--- config.mk ---
export PLATFORM = sky130hd
export DESIGN_NAME = iccm_arbiter_flat
export DESIGN_NICKNAME = d
export VERILOG_FILES = /design/src/rtl/brq_iccm_pkg.sv /design/src/rtl/iccm_arbiter_if.sv /design/src/rtl/iccm_arbiter.sv /design/src/flat_wrapper.sv
export SDC_FILE = /design/constraint.sdc
export NUM_CORES = 1
export LEC_CHECK = 0
export CAP_MARGIN = 20
export CORE_UTILIZATION = 34
export DETAILED_ROUTE_END_ITERATION = 10
export GPL_TIMING_DRIVEN = 0
export MAX_ROUTING_LAYER = met4
export PLACE_DENSITY = 0.81
export SKIP_CTS_REPAIR_TIMING = 1
export SLEW_MARGIN = 20
export SYNTH_ARGS = -nofsm -noshare
export SYNTH_HDL_FRONTEND = slang
export SYNTH_SLANG_ARGS = --single-unit
export TNS_END_PERCENT = 1
--- constraint.sdc ---
create_clock -name brq_clk -period 2.24 [get_ports brq_clk]
set_clock_uncertainty 0.2 [all_clocks]
set_input_delay 0.448 -clock brq_clk [delete_from_list [all_inputs] [get_ports brq_clk]]
set_output_delay 0.448 -clock brq_clk [all_outputs]
set_load 0.1 [all_outputs]
--- src/rtl/brq_iccm_pkg.sv ---
// -----------------------------------------------------------------------------
// brq_iccm_pkg
// Shared definitions for the ICCM loader/fetch arbiter:
//   - DefDataWidth / DefAddrWidth : default ICCM word width and word-address width
//   - state_e                     : arbiter mode (LOAD / RUN / DRAIN)
// -----------------------------------------------------------------------------
package brq_iccm_pkg;

   localparam int unsigned DefDataWidth = 32;
   localparam int unsigned DefAddrWidth = 15;

   // LOAD is the reset state: the core is held in reset while the loader
   // fills the ICCM. RUN hands the ICCM to instruction fetch. DRAIN is a
   // single cycle that lets an in-flight fetch response retire before the
   // loader takes the memory back.
   typedef enum logic [1:0] {
      LOAD  = 2'd0,
      RUN   = 2'd1,
      DRAIN = 2'd2
   } state_e;

endpackage : brq_iccm_pkg

--- src/rtl/iccm_arbiter_if.sv ---
// -----------------------------------------------------------------------------
// iccm_arbiter_if
// Bundles the three buses that meet at the ICCM arbiter.
//   Loader : ld_valid, ld_ready, ld_addr, ld_data, ld_done, boot_req
//   Fetch  : if_req, if_addr, if_gnt, if_rvalid, if_rdata
//   ICCM   : mem_addr, mem_write, mem_read, mem_wdata, mem_rdata
// Modports:
//   slave  : the arbiter's view (drives ld_ready, if_*, mem_* outputs)
//   master : the environment's view (loader, fetch unit and ICCM macro)
// -----------------------------------------------------------------------------
interface iccm_arbiter_if
   import brq_iccm_pkg::*;
#(
   parameter int unsigned DataWidth = DefDataWidth,
   parameter int unsigned AddrWidth = DefAddrWidth
);

   // Loader side
   logic                 ld_valid;
   logic                 ld_ready;
   logic [AddrWidth-1:0] ld_addr;
   logic [DataWidth-1:0] ld_data;
   logic                 ld_done;
   logic                 boot_req;

   // Instruction-fetch side
   logic                 if_req;
   logic [AddrWidth-1:0] if_addr;
   logic                 if_gnt;
   logic                 if_rvalid;
   logic [DataWidth-1:0] if_rdata;

   // ICCM side (read data is combinational from mem_addr)
   logic [AddrWidth-1:0] mem_addr;
   logic                 mem_write;
   logic                 mem_read;
   logic [DataWidth-1:0] mem_wdata;
   logic [DataWidth-1:0] mem_rdata;

   modport slave (
      input  ld_valid, ld_addr, ld_data, ld_done, boot_req,
      input  if_req, if_addr,
      input  mem_rdata,
      output ld_ready,
      output if_gnt, if_rvalid, if_rdata,
      output mem_addr, mem_write, mem_read, mem_wdata
   );

   modport master (
      output ld_valid, ld_addr, ld_data, ld_done, boot_req,
      output if_req, if_addr,
      output mem_rdata,
      input  ld_ready,
      input  if_gnt, if_rvalid, if_rdata,
      input  mem_addr, mem_write, mem_read, mem_wdata
   );

endinterface : iccm_arbiter_if

--- src/rtl/iccm_arbiter.sv ---
// -----------------------------------------------------------------------------
// iccm_arbiter
// Shares one single-port ICCM between a program loader and instruction fetch.
// While loading, the core is held in reset and loader writes pass straight
// through to the ICCM. After ld_done the core is released and fetch reads
// are granted one per cycle with a one-cycle response. boot_req returns the
// block to load mode via a one-cycle DRAIN.
//
// Ports:
//   brq_clk     in   sole clock, rising edge
//   brq_rst_n   in   asynchronous active-low reset
//   bus         if   loader / fetch / ICCM signals (iccm_arbiter_if.slave)
//   core_rst_n  out  core reset, active low (low in LOAD and DRAIN)
//   load_count  out  words written this load session, saturating at 2**AddrWidth
// -----------------------------------------------------------------------------
module iccm_arbiter
   import brq_iccm_pkg::*;
#(
   parameter int unsigned DataWidth = DefDataWidth,
   parameter int unsigned AddrWidth = DefAddrWidth
) (
   input  logic               brq_clk,
   input  logic               brq_rst_n,
   iccm_arbiter_if.slave      bus,
   output logic               core_rst_n,
   output logic [AddrWidth:0] load_count
);

   localparam logic [AddrWidth:0] CountMax = {1'b1, {AddrWidth{1'b0}}};
   localparam logic [AddrWidth:0] CountOne = (AddrWidth+1)'(1);

   state_e               state_q, state_d;
   logic [AddrWidth:0]   count_q, count_d;
   logic                 rvalid_q;
   logic [DataWidth-1:0] rdata_q;
   logic                 core_rst_n_q;
   logic                 wr_commit;

   // Mode decode: next state plus every arbiter-driven bus signal.
   // NOTE: every output gets a default before the case so no path leaves a
   // signal unassigned; that is what keeps this block free of latches.
   always_comb begin
      state_d       = state_q;
      bus.ld_ready  = 1'b0;
      bus.if_gnt    = 1'b0;
      bus.mem_addr  = '0;
      bus.mem_wdata = '0;
      bus.mem_write = 1'b0;
      bus.mem_read  = 1'b0;

      case (state_q)
         LOAD: begin
            bus.ld_ready  = 1'b1;
            bus.mem_addr  = bus.ld_addr;
            bus.mem_wdata = bus.ld_data;
            bus.mem_write = bus.ld_valid;
            // A write presented with ld_done still commits on this edge.
            if (bus.ld_done) state_d = RUN;
         end
         RUN: begin
            bus.mem_addr = bus.if_addr;
            bus.mem_read = bus.if_req;
            // boot_req wins over a fetch in the same cycle.
            bus.if_gnt   = bus.if_req && !bus.boot_req;
            if (bus.boot_req) state_d = DRAIN;
         end
         DRAIN: begin
            state_d = LOAD;
         end
         default: begin
            state_d = LOAD;
         end
      endcase
   end

   assign wr_commit = bus.ld_valid && bus.ld_ready;

   always_comb begin
      count_d = count_q;
      if (state_q == DRAIN) begin
         // Leaving DRAIN always lands in LOAD: start a fresh session count.
         count_d = '0;
      end else if (wr_commit && (count_q != CountMax)) begin
         count_d = count_q + CountOne;
      end
   end

   // NOTE: state registers use non-blocking assignments so every register
   // samples the pre-edge value of every other, independent of process order.
   always_ff @(posedge brq_clk or negedge brq_rst_n) begin
      if (!brq_rst_n) begin
         state_q      <= LOAD;
         count_q      <= '0;
         rvalid_q     <= 1'b0;
         rdata_q      <= '0;
         core_rst_n_q <= 1'b0;
      end else begin
         state_q      <= state_d;
         count_q      <= count_d;
         rvalid_q     <= bus.if_gnt;
         // Hold the last fetched word when no new fetch is granted.
         if (bus.if_gnt) rdata_q <= bus.mem_rdata;
         // Registered from the next state so core_rst_n is glitch-free and
         // rises on the same edge that enters RUN.
         core_rst_n_q <= (state_d == RUN);
      end
   end

   assign bus.if_rvalid = rvalid_q;
   assign bus.if_rdata  = rdata_q;
   assign core_rst_n    = core_rst_n_q;
   assign load_count    = count_q;

endmodule : iccm_arbiter

--- src/flat_wrapper.sv ---
// flat-port wrapper written by rule: the top's interface ports become plain ports
module iccm_arbiter_flat import brq_iccm_pkg::*;
#(
   parameter int unsigned DataWidth = DefDataWidth,
   parameter int unsigned AddrWidth = DefAddrWidth
)
  (brq_clk, brq_rst_n, core_rst_n, load_count, bus_ld_valid, bus_ld_addr, bus_ld_data, bus_ld_done, bus_boot_req, bus_if_req, bus_if_addr, bus_mem_rdata, bus_ld_ready, bus_if_gnt, bus_if_rvalid, bus_if_rdata, bus_mem_addr, bus_mem_write, bus_mem_read, bus_mem_wdata);
  iccm_arbiter_if #(.DataWidth(DataWidth), .AddrWidth(AddrWidth)) bus_i ();
  input  logic brq_clk;
  input  logic brq_rst_n;
  output logic core_rst_n;
  output logic [AddrWidth:0] load_count;
  input wire logic [$bits(bus_i.ld_valid)-1:0] bus_ld_valid;
  input wire logic [$bits(bus_i.ld_addr)-1:0] bus_ld_addr;
  input wire logic [$bits(bus_i.ld_data)-1:0] bus_ld_data;
  input wire logic [$bits(bus_i.ld_done)-1:0] bus_ld_done;
  input wire logic [$bits(bus_i.boot_req)-1:0] bus_boot_req;
  input wire logic [$bits(bus_i.if_req)-1:0] bus_if_req;
  input wire logic [$bits(bus_i.if_addr)-1:0] bus_if_addr;
  input wire logic [$bits(bus_i.mem_rdata)-1:0] bus_mem_rdata;
  output wire logic [$bits(bus_i.ld_ready)-1:0] bus_ld_ready;
  output wire logic [$bits(bus_i.if_gnt)-1:0] bus_if_gnt;
  output wire logic [$bits(bus_i.if_rvalid)-1:0] bus_if_rvalid;
  output wire logic [$bits(bus_i.if_rdata)-1:0] bus_if_rdata;
  output wire logic [$bits(bus_i.mem_addr)-1:0] bus_mem_addr;
  output wire logic [$bits(bus_i.mem_write)-1:0] bus_mem_write;
  output wire logic [$bits(bus_i.mem_read)-1:0] bus_mem_read;
  output wire logic [$bits(bus_i.mem_wdata)-1:0] bus_mem_wdata;
  assign bus_i.ld_valid = bus_ld_valid;
  assign bus_i.ld_addr = bus_ld_addr;
  assign bus_i.ld_data = bus_ld_data;
  assign bus_i.ld_done = bus_ld_done;
  assign bus_i.boot_req = bus_boot_req;
  assign bus_i.if_req = bus_if_req;
  assign bus_i.if_addr = bus_if_addr;
  assign bus_i.mem_rdata = bus_mem_rdata;
  assign bus_ld_ready = bus_i.ld_ready;
  assign bus_if_gnt = bus_i.if_gnt;
  assign bus_if_rvalid = bus_i.if_rvalid;
  assign bus_if_rdata = bus_i.if_rdata;
  assign bus_mem_addr = bus_i.mem_addr;
  assign bus_mem_write = bus_i.mem_write;
  assign bus_mem_read = bus_i.mem_read;
  assign bus_mem_wdata = bus_i.mem_wdata;
  iccm_arbiter #(.DataWidth(DataWidth), .AddrWidth(AddrWidth)) u_core (.brq_clk(brq_clk), .brq_rst_n(brq_rst_n), .bus(bus_i), .core_rst_n(core_rst_n), .load_count(load_count));
endmodule
# After elaboration in Yosys (flattened, before gate mapping)

Index checks and enable logic that the tools add are counted.

Add/subtract/negate cells: 1
Equality and inequality tests: 4
Mux-type cells: 11
Reduce and logical (&&, ||, !) cells: 6

Operator list:

| cell                  | count |
|---|---|
| $mux 16               | 2 |
| $mux 32               | 1 |
| $pmux 15 s2           | 1 |
| $add 16x1->16 const B | 1 |
| $ne 16x16->1 const B  | 1 |
| $eq 2x1->1 const B    | 2 |
| $mux 1                | 4 |
| $mux 2                | 2 |
| $pmux 2 s2            | 1 |
| $logic_and 1x1->1     | 3 |
| $eq 2x2->1 const B    | 1 |
| $logic_not 2->1       | 1 |
| $reduce_bool 2->1     | 1 |
| $logic_not 1->1       | 1 |

Register bits after elaboration: 52
Input bits: 100
Logic and storage cells: 27

# Longest topological paths before layout

Depth in word-level cells: 6
Depth in mapped cells: 6
Mapped depth without buffers: 6

# Worst setup path before layout

No wires, ideal clock.

Path type: register -> output
Start point: reg u_core.state_q[0]
End point: out bus_mem_wdata[22]
Arrival time: 2.489 ns
Slack: -0.897 ns
Cell stages (with the launch flop): 4
Buffers on the path: 1
Path through: dfrtp_1 > nor2_1 > clkbuf_1 > and2_1

Word-level cells in the longest chain between the ends: 2

Ends and longest elaborated chain:

| element                  | line               | source |
|---|---|---|
| start: declaration       | iccm_arbiter.sv:32 | `state_e state_q, state_d;` |
| start signal: assignment | iccm_arbiter.sv:98 | `state_q <= state_d;` |
| $logic_not 2->1          | iccm_arbiter.sv:51 | `case (state_q)` |
| $mux 32                  | iccm_arbiter.sv:51 |  |
| end: declaration         | flat_wrapper.sv:28 | `output wire logic [$bits(bus_i.mem_wdata)-1:0] bus_mem_wdata;` |

Every way passes these cells.

# Worst setup path in the final report

Start point: reg u_core.state_q[0]
End point: out bus_mem_wdata[13]

The elaborated chain is that of the path after synthesis.

==> reports/metrics.yaml <==
status: "finished with violations"
violations: "negative hold slack, negative setup slack"
synth_async_sr_flop_share: 1.000
synth.top_cell.area_share: 0.4839
synthAdderAreaFrac: 0.009307
core_area_mm2: 0.007687
cp-start-kind: "flop"
die_y_um: 90.93
nets: 552
nFillCells: 638
antenna_found_initial: 0
synthMuxAreaShare: 0.2089
drive_gt1_frac: 0.3060
htreeDepth: 2
cts_tree: "built"
post-route-util: 0.6558
ir_worst_vdd_mv: 0.5799
finalWorstSetupSlack_ps: -110.5
dr_total_vias: 2627
max_slew_margin: 0.3266
path_cells: "nor2_4 -> clkbuf_1 -> and2_1 -> clkbuf_4"
area_growth_pct: 87.48
arrival_ps: 1700
rsz0062_at_grt: "yes"
drt_pass1_iterations: 4
critical_path_class: "flop to output pin"
die_x_um: 90.93
viasPerCell: 4.750
required_ps: 1590
period_needed_ps: 2350
port_buffers: 200
cts-buffers-inserted: 5
max-clock-path-buffers: 2
whs_ps: -23.82
cts.sinks: 52
cellLeakagePower_nw: 2.671
yosysTopAreaCell: "dfrtp_1"
grt_first_pass_wirelength_mm: 12.50
total_power_mw: 6.264
critPathCaptureType: "output pin"
num_rows: 32
synth_area_leaders: "dfrtp_1, mux2_2, and2_1"
layout_commonest_cell: "clkdlybuf4s50_1"
synth_edf_count: 0
first_global_vias: 2636
yosysWarningCount: 0
synth_cell_types: 38
fmax_mhz: 425.4
routed_wl_mm: 8.166
initial_utilization: 0.3498
synth_area_per_cell_um2: 11.07
critical_path.slowest_cell: "dfrtp_2"
synthesis.nets: 345
diodes: 0
synth_top_family_by_area: "simple AND/OR/NAND/NOR gates"
seq_area_frac_synth: 0.4839
grt_max_degree: 53
clock-root-buffer: "clkbuf_8"
die_area_mm2: 0.008268
mostFrequentLayoutCells: "clkdlybuf4s50_1, dfrtp_1, dlymetal6s2s_1"
worstMarginPinSlew_ps: 1008
finalHoldViolations: 52
synth_xor_area_frac: 0.02280
drt_iter0_markers: 80
clock_latency_ps: 300
remaining_drc_errors: 0
hold_path.class: "input pin to async pin"
track_usage: 0.1933
synth_compound_area_frac: 0.01954
gp_congestion: 0.8154
slew_viol_final: 0
pre_cts_ws_ps: -1230
yosys.area_share.simple: 0.2299
setup_violations: 28
grt-ovfl-total: 0
wl_per_cell_um: 14.77
maxCapViolations: 0
cts.clk_slew.worst_paths_ps: 90
antenna_left: 0
setup-tns-final_ps: -2181
min_period_over_period: 1.049
ys.flop_type: "dfrtp_1"
dp_hpwl_mm: 6.383
synthCells: 243
crit_path_max_fanout: 10
cp_slowest_stage_delay_ps: 470
powerDensity_mw_per_mm2: 1243
synth_area_mm2: 0.002689
ys_seq_elements: 52
ios: 201
## where the power goes
group          internal [mW]  switching [mW]  leakage (nW)
sequential              1.19           0.166         0.647
clock                  0.338           0.309        0.0558
combinational           1.03            3.24          1.97
## stage by stage
stage          instance area [µm²]  cells
6_report                      5041    553
5_1_grt                       5041    553
4_1_cts                       4966    553
3_5_place_dp                  4855    545
3_3_place_gp                  4857    545
2_1_floorplan                 2728    243
## layout make-up
cell class	count	area, µm²	share of cell area
timing repair buffer	200	2026	0.4018
multi-input combinational	175	1364	0.2705
sequential	52	1304	0.2586
tap	102	127.6	0.02532
buffer	13	97.59	0.01936
clock buffer	6	72.57	0.01440
clock inverter	2	38.79	0.007694
inverter	3	11.26	0.002234
## critical path, delay by kind of cell (launching register included)
| kind | cells | cell delay [ps] |
|---|---|---|
| buf+inv | 2 | 580 |
| flops | 1 | 470 |
| simple gates | 2 | 350 |
## per-layer routing
| metal | vias up | track usage | share of wire |
|---|---|---|---|
| li1 | 1256 | - | - |
| met1 | 1245 | 0.2255 | 0.38 |
| met2 | 116 | 0.3441 | 0.54 |
| met3 | 10 | 0.03518 | 0.066 |
| met4 | 0 | 0.04762 | 0.013 |
| met5 | - | - | 0 |
## sequential cells by signal, summed over array words and instances (netlist names)
name / count
u_core.bus.if_rvalid: 1
u_core.load_count: 16
u_core.bus.if_rdata: 32
u_core.core_rst_n: 1
u_core.state_q: 2
## synth_stat cells (3+ instances only)
master and count:
clkbuf_1 5, a21oi_1 5, mux2_2 33, nor2_1 26, mux2i_1 19, nor3_1 3, buf_2 6, inv_1 3
nand4_1 3, nand2_1 12, xor2_1 4, xnor2_1 3, nand3_1 4, dfrtp_1 52, and2_1 34
## final timing paths
check                                           to  slack (ps)               startpoint  depth (start not counted)
setup / recovery                 bus_mem_wdata[13]        -110        u_core.state_q[0]                          4
hold / removal                u_core.load_count[5]         -20                brq_rst_n                          1
setup reg to reg             u_core.load_count[14]         310     u_core.load_count[0]                          5
hold reg to reg            u_core.bus.if_rdata[10]         310  u_core.bus.if_rdata[10]                          1
max in group asynchronous        u_core.state_q[1]        1390                brq_rst_n                          1
min in group brq_clk       u_core.bus.if_rdata[10]         310  u_core.bus.if_rdata[10]                          1
## cell families after synthesis
family                     Yosys count
and+or+nand+nor                    104
adders and majority gates            2
AOI/OAI and AO/OA                   10
DFF                                 52
xor gates and xnor gates             7
muxes                               52
buffers and inverters               16
Note: power is estimated with default switching activity, not from simulation.
